### src/rtl/spi_hex_uart_tx.sv
// Turns each byte from the SPI read stage into a UART "HH\r\n" line (8N1, idle high).
// One byte is in flight at a time; strobes that arrive while busy are dropped and flagged.
module spi_hex_uart_tx #(
    parameter int CLKS_PER_BIT = 434
) (
    input  logic       sys_clk,
    input  logic       sys_rst_n,
    input  logic [7:0] byte_in,
    input  logic       byte_valid,
    output logic       ready,
    output logic       tx,
    output logic       frame_done,
    output logic       overrun
);

    localparam int BAUD_W = (CLKS_PER_BIT > 1) ? $clog2(CLKS_PER_BIT) : 1;
    localparam logic [BAUD_W-1:0] BAUD_LAST = BAUD_W'(CLKS_PER_BIT - 1);

    typedef enum logic [1:0] {
        IDLE  = 2'd0,
        START = 2'd1,
        DATA  = 2'd2,
        STOP  = 2'd3
    } state_t;

    state_t            state_r;
    state_t            state_s;
    logic [BAUD_W-1:0] baud_r;
    logic [BAUD_W-1:0] baud_s;
    logic [2:0]        bit_r;
    logic [2:0]        bit_s;
    logic [1:0]        char_r;
    logic [1:0]        char_s;
    logic [7:0]        byte_r;
    logic [7:0]        byte_s;
    logic              done_s;
    logic              tx_s;
    logic              ready_s;
    logic              overrun_s;
    logic [7:0]        cur_char_s;
    logic              tx_r;
    logic              ready_r;
    logic              done_r;
    logic              overrun_r;
    logic              baud_end_s;

    // ASCII hex digit, uppercase
    function automatic logic [7:0] hex_ascii(input logic [3:0] nib);
        logic [7:0] res;
        if (nib < 4'd10) begin
            res = 8'h30 + {4'h0, nib};
        end else begin
            res = 8'h37 + {4'h0, nib};
        end
        return res;
    endfunction

    function automatic logic [7:0] frame_char(input logic [7:0] b, input logic [1:0] idx);
        logic [7:0] res;
        case (idx)
            2'd0:    res = hex_ascii(b[7:4]);
            2'd1:    res = hex_ascii(b[3:0]);
            2'd2:    res = 8'h0D;
            2'd3:    res = 8'h0A;
            default: res = 8'h0A;
        endcase
        return res;
    endfunction

    assign baud_end_s = (baud_r == BAUD_LAST);

    // Next-state, counter and capture logic
    always_comb begin
        state_s = state_r;
        baud_s  = baud_r;
        bit_s   = bit_r;
        char_s  = char_r;
        byte_s  = byte_r;
        done_s  = 1'b0;
        case (state_r)
            IDLE: begin
                if (byte_valid) begin
                    state_s = START;
                    byte_s  = byte_in;
                    baud_s  = '0;
                    bit_s   = 3'd0;
                    char_s  = 2'd0;
                end else begin
                    baud_s  = '0;
                end
            end
            START: begin
                if (baud_end_s) begin
                    baud_s  = '0;
                    bit_s   = 3'd0;
                    state_s = DATA;
                end else begin
                    baud_s  = baud_r + BAUD_W'(1);
                end
            end
            DATA: begin
                if (baud_end_s) begin
                    baud_s = '0;
                    if (bit_r == 3'd7) begin
                        bit_s   = 3'd0;
                        state_s = STOP;
                    end else begin
                        bit_s   = bit_r + 3'd1;
                    end
                end else begin
                    baud_s = baud_r + BAUD_W'(1);
                end
            end
            STOP: begin
                if (baud_end_s) begin
                    baud_s = '0;
                    if (char_r == 2'd3) begin
                        char_s  = 2'd0;
                        state_s = IDLE;
                        done_s  = 1'b1;
                    end else begin
                        char_s  = char_r + 2'd1;
                        state_s = START;
                    end
                end else begin
                    baud_s = baud_r + BAUD_W'(1);
                end
            end
            default: begin
                state_s = IDLE;
                baud_s  = '0;
                bit_s   = 3'd0;
                char_s  = 2'd0;
            end
        endcase
    end

    // Output values for the upcoming cycle, derived from the next state so tx is registered
    always_comb begin
        cur_char_s = frame_char(byte_s, char_s);
        tx_s       = 1'b1;
        case (state_s)
            IDLE:    tx_s = 1'b1;
            START:   tx_s = 1'b0;
            DATA:    tx_s = cur_char_s[bit_s];
            STOP:    tx_s = 1'b1;
            default: tx_s = 1'b1;
        endcase
        ready_s = (state_s == IDLE);
        if (byte_valid && !ready_r) begin
            overrun_s = 1'b1;
        end else begin
            overrun_s = 1'b0;
        end
    end

    // State, counters and registered outputs
    always_ff @(posedge sys_clk or negedge sys_rst_n) begin
        if (!sys_rst_n) begin
            state_r   <= IDLE;
            baud_r    <= '0;
            bit_r     <= 3'd0;
            char_r    <= 2'd0;
            byte_r    <= 8'h00;
            tx_r      <= 1'b1;
            ready_r   <= 1'b1;
            done_r    <= 1'b0;
            overrun_r <= 1'b0;
        end else begin
            state_r   <= state_s;
            baud_r    <= baud_s;
            bit_r     <= bit_s;
            char_r    <= char_s;
            byte_r    <= byte_s;
            tx_r      <= tx_s;
            ready_r   <= ready_s;
            done_r    <= done_s;
            overrun_r <= overrun_s;
        end
    end

    assign tx         = tx_r;
    assign ready      = ready_r;
    assign frame_done = done_r;
    assign overrun    = overrun_r;

endmodule
### config.mk
export PLATFORM = sky130hd
export DESIGN_NAME = spi_hex_uart_tx
export DESIGN_NICKNAME = d
export VERILOG_FILES = /design/src/rtl/spi_hex_uart_tx.sv
export SDC_FILE = /design/constraint.sdc
export NUM_CORES = 1
export LEC_CHECK = 0
export CAP_MARGIN = 20
export CORE_MARGIN = 2
export CORE_UTILIZATION = 58
export CTS_CLUSTER_DIAMETER = 30
export DETAILED_ROUTE_END_ITERATION = 10
export GPL_TIMING_DRIVEN = 0
export PLACE_DENSITY = 0.79
export SLEW_MARGIN = 20
export SYNTH_ARGS = -nofsm -noshare
export SYNTH_HDL_FRONTEND = slang
export SYNTH_SLANG_ARGS = --single-unit
### constraint.sdc
create_clock -name sys_clk -period 3.2 [get_ports sys_clk]
set_clock_uncertainty 0.15 [all_clocks]
set_input_delay 0.32 -clock sys_clk [delete_from_list [all_inputs] [get_ports sys_clk]]
set_output_delay 0.32 -clock sys_clk [all_outputs]
set_load 0.02 [all_outputs]
# Yosys cells after proc, flatten, opt, wreduce, memory -nomap -nowiden
# Cells that the tools add are included.
dict set report totals {
  regBits 28
  in_bits 11
  out_inout_bits 4
  word_cells 68
}
dict set report classes {
  add_sub_neg 7
  order_cmp 3
  eq_ne 12
  n_mux 30
  n_reduce_logical 7
}
# cell count
set ops {}
lappend ops {{$pmux 8 s4} 1}
lappend ops {{$add 6x4->7 const A} 4}
lappend ops {{$pmux 9 s2} 1}
lappend ops {{$mux 2} 8}
lappend ops {{$mux 8} 2}
lappend ops {{$eq 2x2->1 const B} 7}
lappend ops {{$mux 7} 2}
lappend ops {{$mux 3} 4}
lappend ops {{$add 9x1->9 const B} 1}
lappend ops {{$eq 9x9->1 const B} 1}
lappend ops {{$mux 9} 1}
lappend ops {{$pmux 3 s3} 1}
lappend ops {{$lt 4x4->1 const B} 2}
lappend ops {{$pmux 2 s4} 1}
lappend ops {{$eq 2x1->1 const B} 3}
lappend ops {{$logic_not 2->1} 3}
lappend ops {{$mux 1} 6}
lappend ops {{$lt 3x4->1 const B} 1}
lappend ops {{$pmux 2 s2} 1}
lappend ops {{$add 3x1->3 const B} 1}
lappend ops {{$bmux 1 s3} 1}
lappend ops {{$eq 3x3->1 const B} 1}
lappend ops {{$pmux 1 s3} 1}
lappend ops {{$reduce_or 3->1} 1}
lappend ops {{4 further kinds} 4}

# Longest topological paths before layout
dict set report depth {
  word_depth 9
  depth_mapped 12
}

# Worst setup path before layout
# No wires, ideal clock.
dict set report synth_path {
  path_kind {register to register}
  startpoint {register state_r[0]}
  endpoint {register tx_r (netlist: tx)}
  setup_ps 88
  t_arrival_ps 2247
  path_slack_ps 715
  path_stages_with_launch 11
  path_buffers 0
  synth_period_minus_slack_ps 2485
  path_cell_list {dfrtp_1 -> inv_1 -> ha_1 -> nand2_4 -> mux2i_1 -> ha_1 -> nand4b_1 -> a211o_1 -> o2111ai_1 -> nand4_1 -> a221oi_2}
}
dict set report synth_via {
  elab_chain_cells 8
  elab_cells_between_ends 34
  classes_between {add/sub (4); order compare (2); eq/ne (9); mux (15); reduce/logical (4)}
}
# item line_no
set synth_rtl {}
lappend synth_rtl {{from (decl)} 26} ;# state_t state_r;
lappend synth_rtl {{from (signal assigned)} 170} ;# state_r <= state_s;
lappend synth_rtl {{$logic_not 2->1} 80} ;# case (state_r)
lappend synth_rtl {{$mux 8} 80}
lappend synth_rtl {{$add 6x4->7, or another cell as far along} 53} ;# res = 8'h37 + {4'h0, nib};
lappend synth_rtl {{$mux 7} 50} ;# if (nib < 4'd10) begin
lappend synth_rtl {{$pmux 8 s4} 60} ;# case (idx)
lappend synth_rtl {{$bmux 1 s3} 145} ;# DATA: tx_s = cur_char_s[bit_s];
lappend synth_rtl {{$mux 1 (implied by the code)} 145}
lappend synth_rtl {{$pmux 1 s3 *} 142} ;# case (state_s)
lappend synth_rtl {{named net tx_s} 37} ;# logic tx_s;
lappend synth_rtl {{to (signal assigned)} 175} ;# tx_r <= tx_s;
lappend synth_rtl {{to (decl)} 41} ;# logic tx_r;
# The timed path passes the listed nets; every way through them passes the cells marked *. The select of a mux whose other input is x is not followed.

# Final worst setup path
dict set report layout_path {
  startpoint {register state_r[1]}
  endpoint {register tx_r (netlist: tx)}
}
# The elaborated chain is that of the path after synthesis.

==> impl_metrics.json <==
{
  "hpwl_um": 2950,
  "cts_buffers": 3,
  "drv_slew": 0,
  "fmax_ghz": 0.341,
  "critPathMaxStageDelay_ps": 460,
  "post_drt_via_cell_ratio": 6.04,
  "cap_viol_max_count": 0,
  "synth.net_count": 216,
  "grt.total_usage_pct": 23.8,
  "synth_edf_count": 0,
  "antenna_found_initial": 0,
  "final_cell_mix": "26 x dfrtp_1, 17 x inv_1, 15 x ha_1, 13 x clkdlybuf4s50_1, 12 x nor2_1",
  "multi_input_area_mm2": 0.00111,
  "ys_ff_latch": 28,
  "layout-drive-gt1-share_pct": 14.4,
  "syn_inst": 190,
  "min_period_over_period_pct": 91.7,
  "ir_drop_mv": 0.220,
  "die_x_um": 61.4,
  "drt_iter0_drc": 90,
  "clk_latency_ps": 350,
  "critPathRequiredTime_ps": 3320,
  "ant_nets": 0,
  "chipHeight_um": 61.4,
  "worstSetupPathType": "flop to flop",
  "cp.arrival_ps": 3060,
  "io_pins": 15,
  "tritoncts": "yes",
  "syn_avg_cell_area_um2": 10.0,
  "yosysWarningCount": 0,
  "seqCellArea_um2": 703,
  "ys_seq_area_share_pct": 36.8,
  "crit_fanout": 8,
  "rows": 20,
  "cpMostUsedCell": "ha_1",
  "port_buffers": 14,
  "wl_um": 3910,
  "hold_violations": 0,
  "ys_async_sr_fraction_pct": 100,
  "drc": 0,
  "post_cts_buffers": 0,
  "drt-wirelength-per-cell_um": 15.5,
  "gp_routability_congestion": 0.880,
  "cts_buffer_depth": 2,
  "worst_slew_pin_slew_ps": 674,
  "post_synth_instance_area_mm2": 0.00191,
  "grt_remaining_overflow": 0,
  "grt_pass1_wl_um": 6670,
  "setup_violations": 0,
  "core_area_mm2": 0.00310,
  "finalSetupTns_ps": 0,
  "rsz0062_at_grt": "no",
  "synth_top_area_cell": "dfrtp_1",
  "p_leak_nw": 0.963,
  "crit_slowest_cell": "dfrtp_1",
  "antenna_cells": 0,
  "clk_pin_slew_worst_paths_ps": 160,
  "start_kind": "flop",
  "r2r_slack_ps": 270,
  "area_delta_synth_final_pct": 13.2,
  "cp-end-kind": "flop",
  "fill_cells": 260,
  "hp-class": "input port to async pin",
  "grt_pass1_vias": 1441,
  "grt_max_degree": 29,
  "synth_ff_type": "dfrtp_1",
  "path_cells": "inv_1, ha_1, nand2_4, mux2i_1, ha_1, nand4b_1, a211o_1, o2111ai_1, nand4_1, a221oi_2",
  "p_per_area_mw_per_mm2": 289,
  "worst_hold_slack_ps": 342,
  "slew_headroom_pct": 54.5,
  "final_common_cell": "dfrtp_1",
  "first_pass_iters": 4,
  "start_util_pct": 61.5,
  "die-area_mm2": 0.00377,
  "ys_types": 56,
  "clock_sinks": 28,
  "status": "completed",
  "synth_top_area_share_pct": 34.1,
  "synth.area.top_cells": "dfrtp_1 34%, ha_1 9.8%, inv_1 3.3%",
  "period_needed_ps": 2930,
  "htreeDepth": 1,
  "finalNetCount": 236,
  "num_vias": 1527,
  "cts.root.buffer_cell": "clkbuf_4"
}
cell type report:
class	instances	area share, %
flip-flops and latches	28	32.5
multi-input cells	139	51.4
clock buffers	3	1.04
plain buffers	5	1.27
repair buffers	15	6.71
well taps	44	2.55
inverters	18	3.13
clock inverters	1	1.39
timing repair:
| item | 4_1_cts | 5_1_grt |
|---|---|---|
| endpoints found under the hold margin | 26 | 0 |
| resized for setup | 0 | 0 |
| hold buffers | 1 | 0 |
state kept, by name, indices dropped and copies added (netlist names):
signal,flops
baud_r,9
bit_r,3
byte_r,8
char_r,2
frame_done,1
overrun,1
ready,1
state_r,2
tx,1
power by group:
part | switching [mW] | total (mW) | internal, mW
Combinational | 0.0137 | 0.0283 | 0.0146
Sequential | 0.000144 | 0.355 | 0.355
Clock | 0.115 | 0.242 | 0.127
Total | 0.129 | 0.625 | 0.496
logic make-up after synthesis:
logic type               synth area share, %
AO/OA/AOI/OAI                           17.0
AND/OR/NAND/NOR                         22.3
XOR/XNOR                                4.59
flip-flops                              36.8
buffers and inverters                   4.98
multiplexers                            4.46
adder cells (fa/ha/maj)                 9.83
worst paths after layout:
| kind | start | to | depth (start not counted) |
|---|---|---|---|
| worst max register to register | state_r[1] | tx | 10 |
| worst min-delay path | sys_rst_n | bit_r[2] | 2 |
| max in group asynchronous | sys_rst_n | byte_r[7] | 2 |
| worst max-delay path | state_r[1] | tx | 10 |
| min in group sys_clk | ready | overrun | 1 |
| worst min register to register | ready | overrun | 1 |
through the flow:
| stage | utilization (%) | worst slack [ps] | power, mW | std cells | cell area (um2) |
|---|---|---|---|---|---|
| 6_report | 69.7 | 265 | 0.625 | 253 | 2160 |
| 5_1_grt | 69.7 | 75.6 | 0.647 | 253 | 2160 |
| 4_1_cts | 69.7 | 269 | 0.629 | 253 | 2160 |
| 3_5_place_dp | 67.7 | 307 | 0.389 | 248 | 2100 |
| 3_3_place_gp | 67.8 | 391 | 0.389 | 248 | 2100 |
| 2_1_floorplan | - | 715 | 0.367 | 190 | 1910 |
cells in the mapped netlist, types with 3 or more instances:
master	number
a211o_1	3
a21oi_1	4
and3_1	3
dfrtp_1	26
ha_1	15
inv_1	17
mux2i_1	3
mux2i_2	4
nand2_1	5
nand3_1	5
nand4_1	8
nor2_1	12
nor2b_1	3
nor3_1	10
o2111ai_1	3
o21ai_0	11
xnor2_1	7
xor2_1	3
critical path, delay by kind of cell (launching register included):
| kind | cells | cell delay, ps |
|---|---|---|
| AOI/OAI and AO/OA | 3 | 610 |
| adders and majority gates | 2 | 680 |
| muxes | 1 | 380 |
| and+or+nand+nor | 3 | 440 |
| DFF | 1 | 460 |
| buffers and inverters | 1 | 140 |
metal layers:
metal / wire [um] / GRT usage [%] / up-vias
met1: 1790 / 32.0 / 736
met2: 1910 / 39.5 / 45
met5: 0 / 0 / -
met4: 65 / 9.42 / 0
met3: 147 / 2.73 / 5
li1: - / - / 741
(Power assumes the default switching activity.)
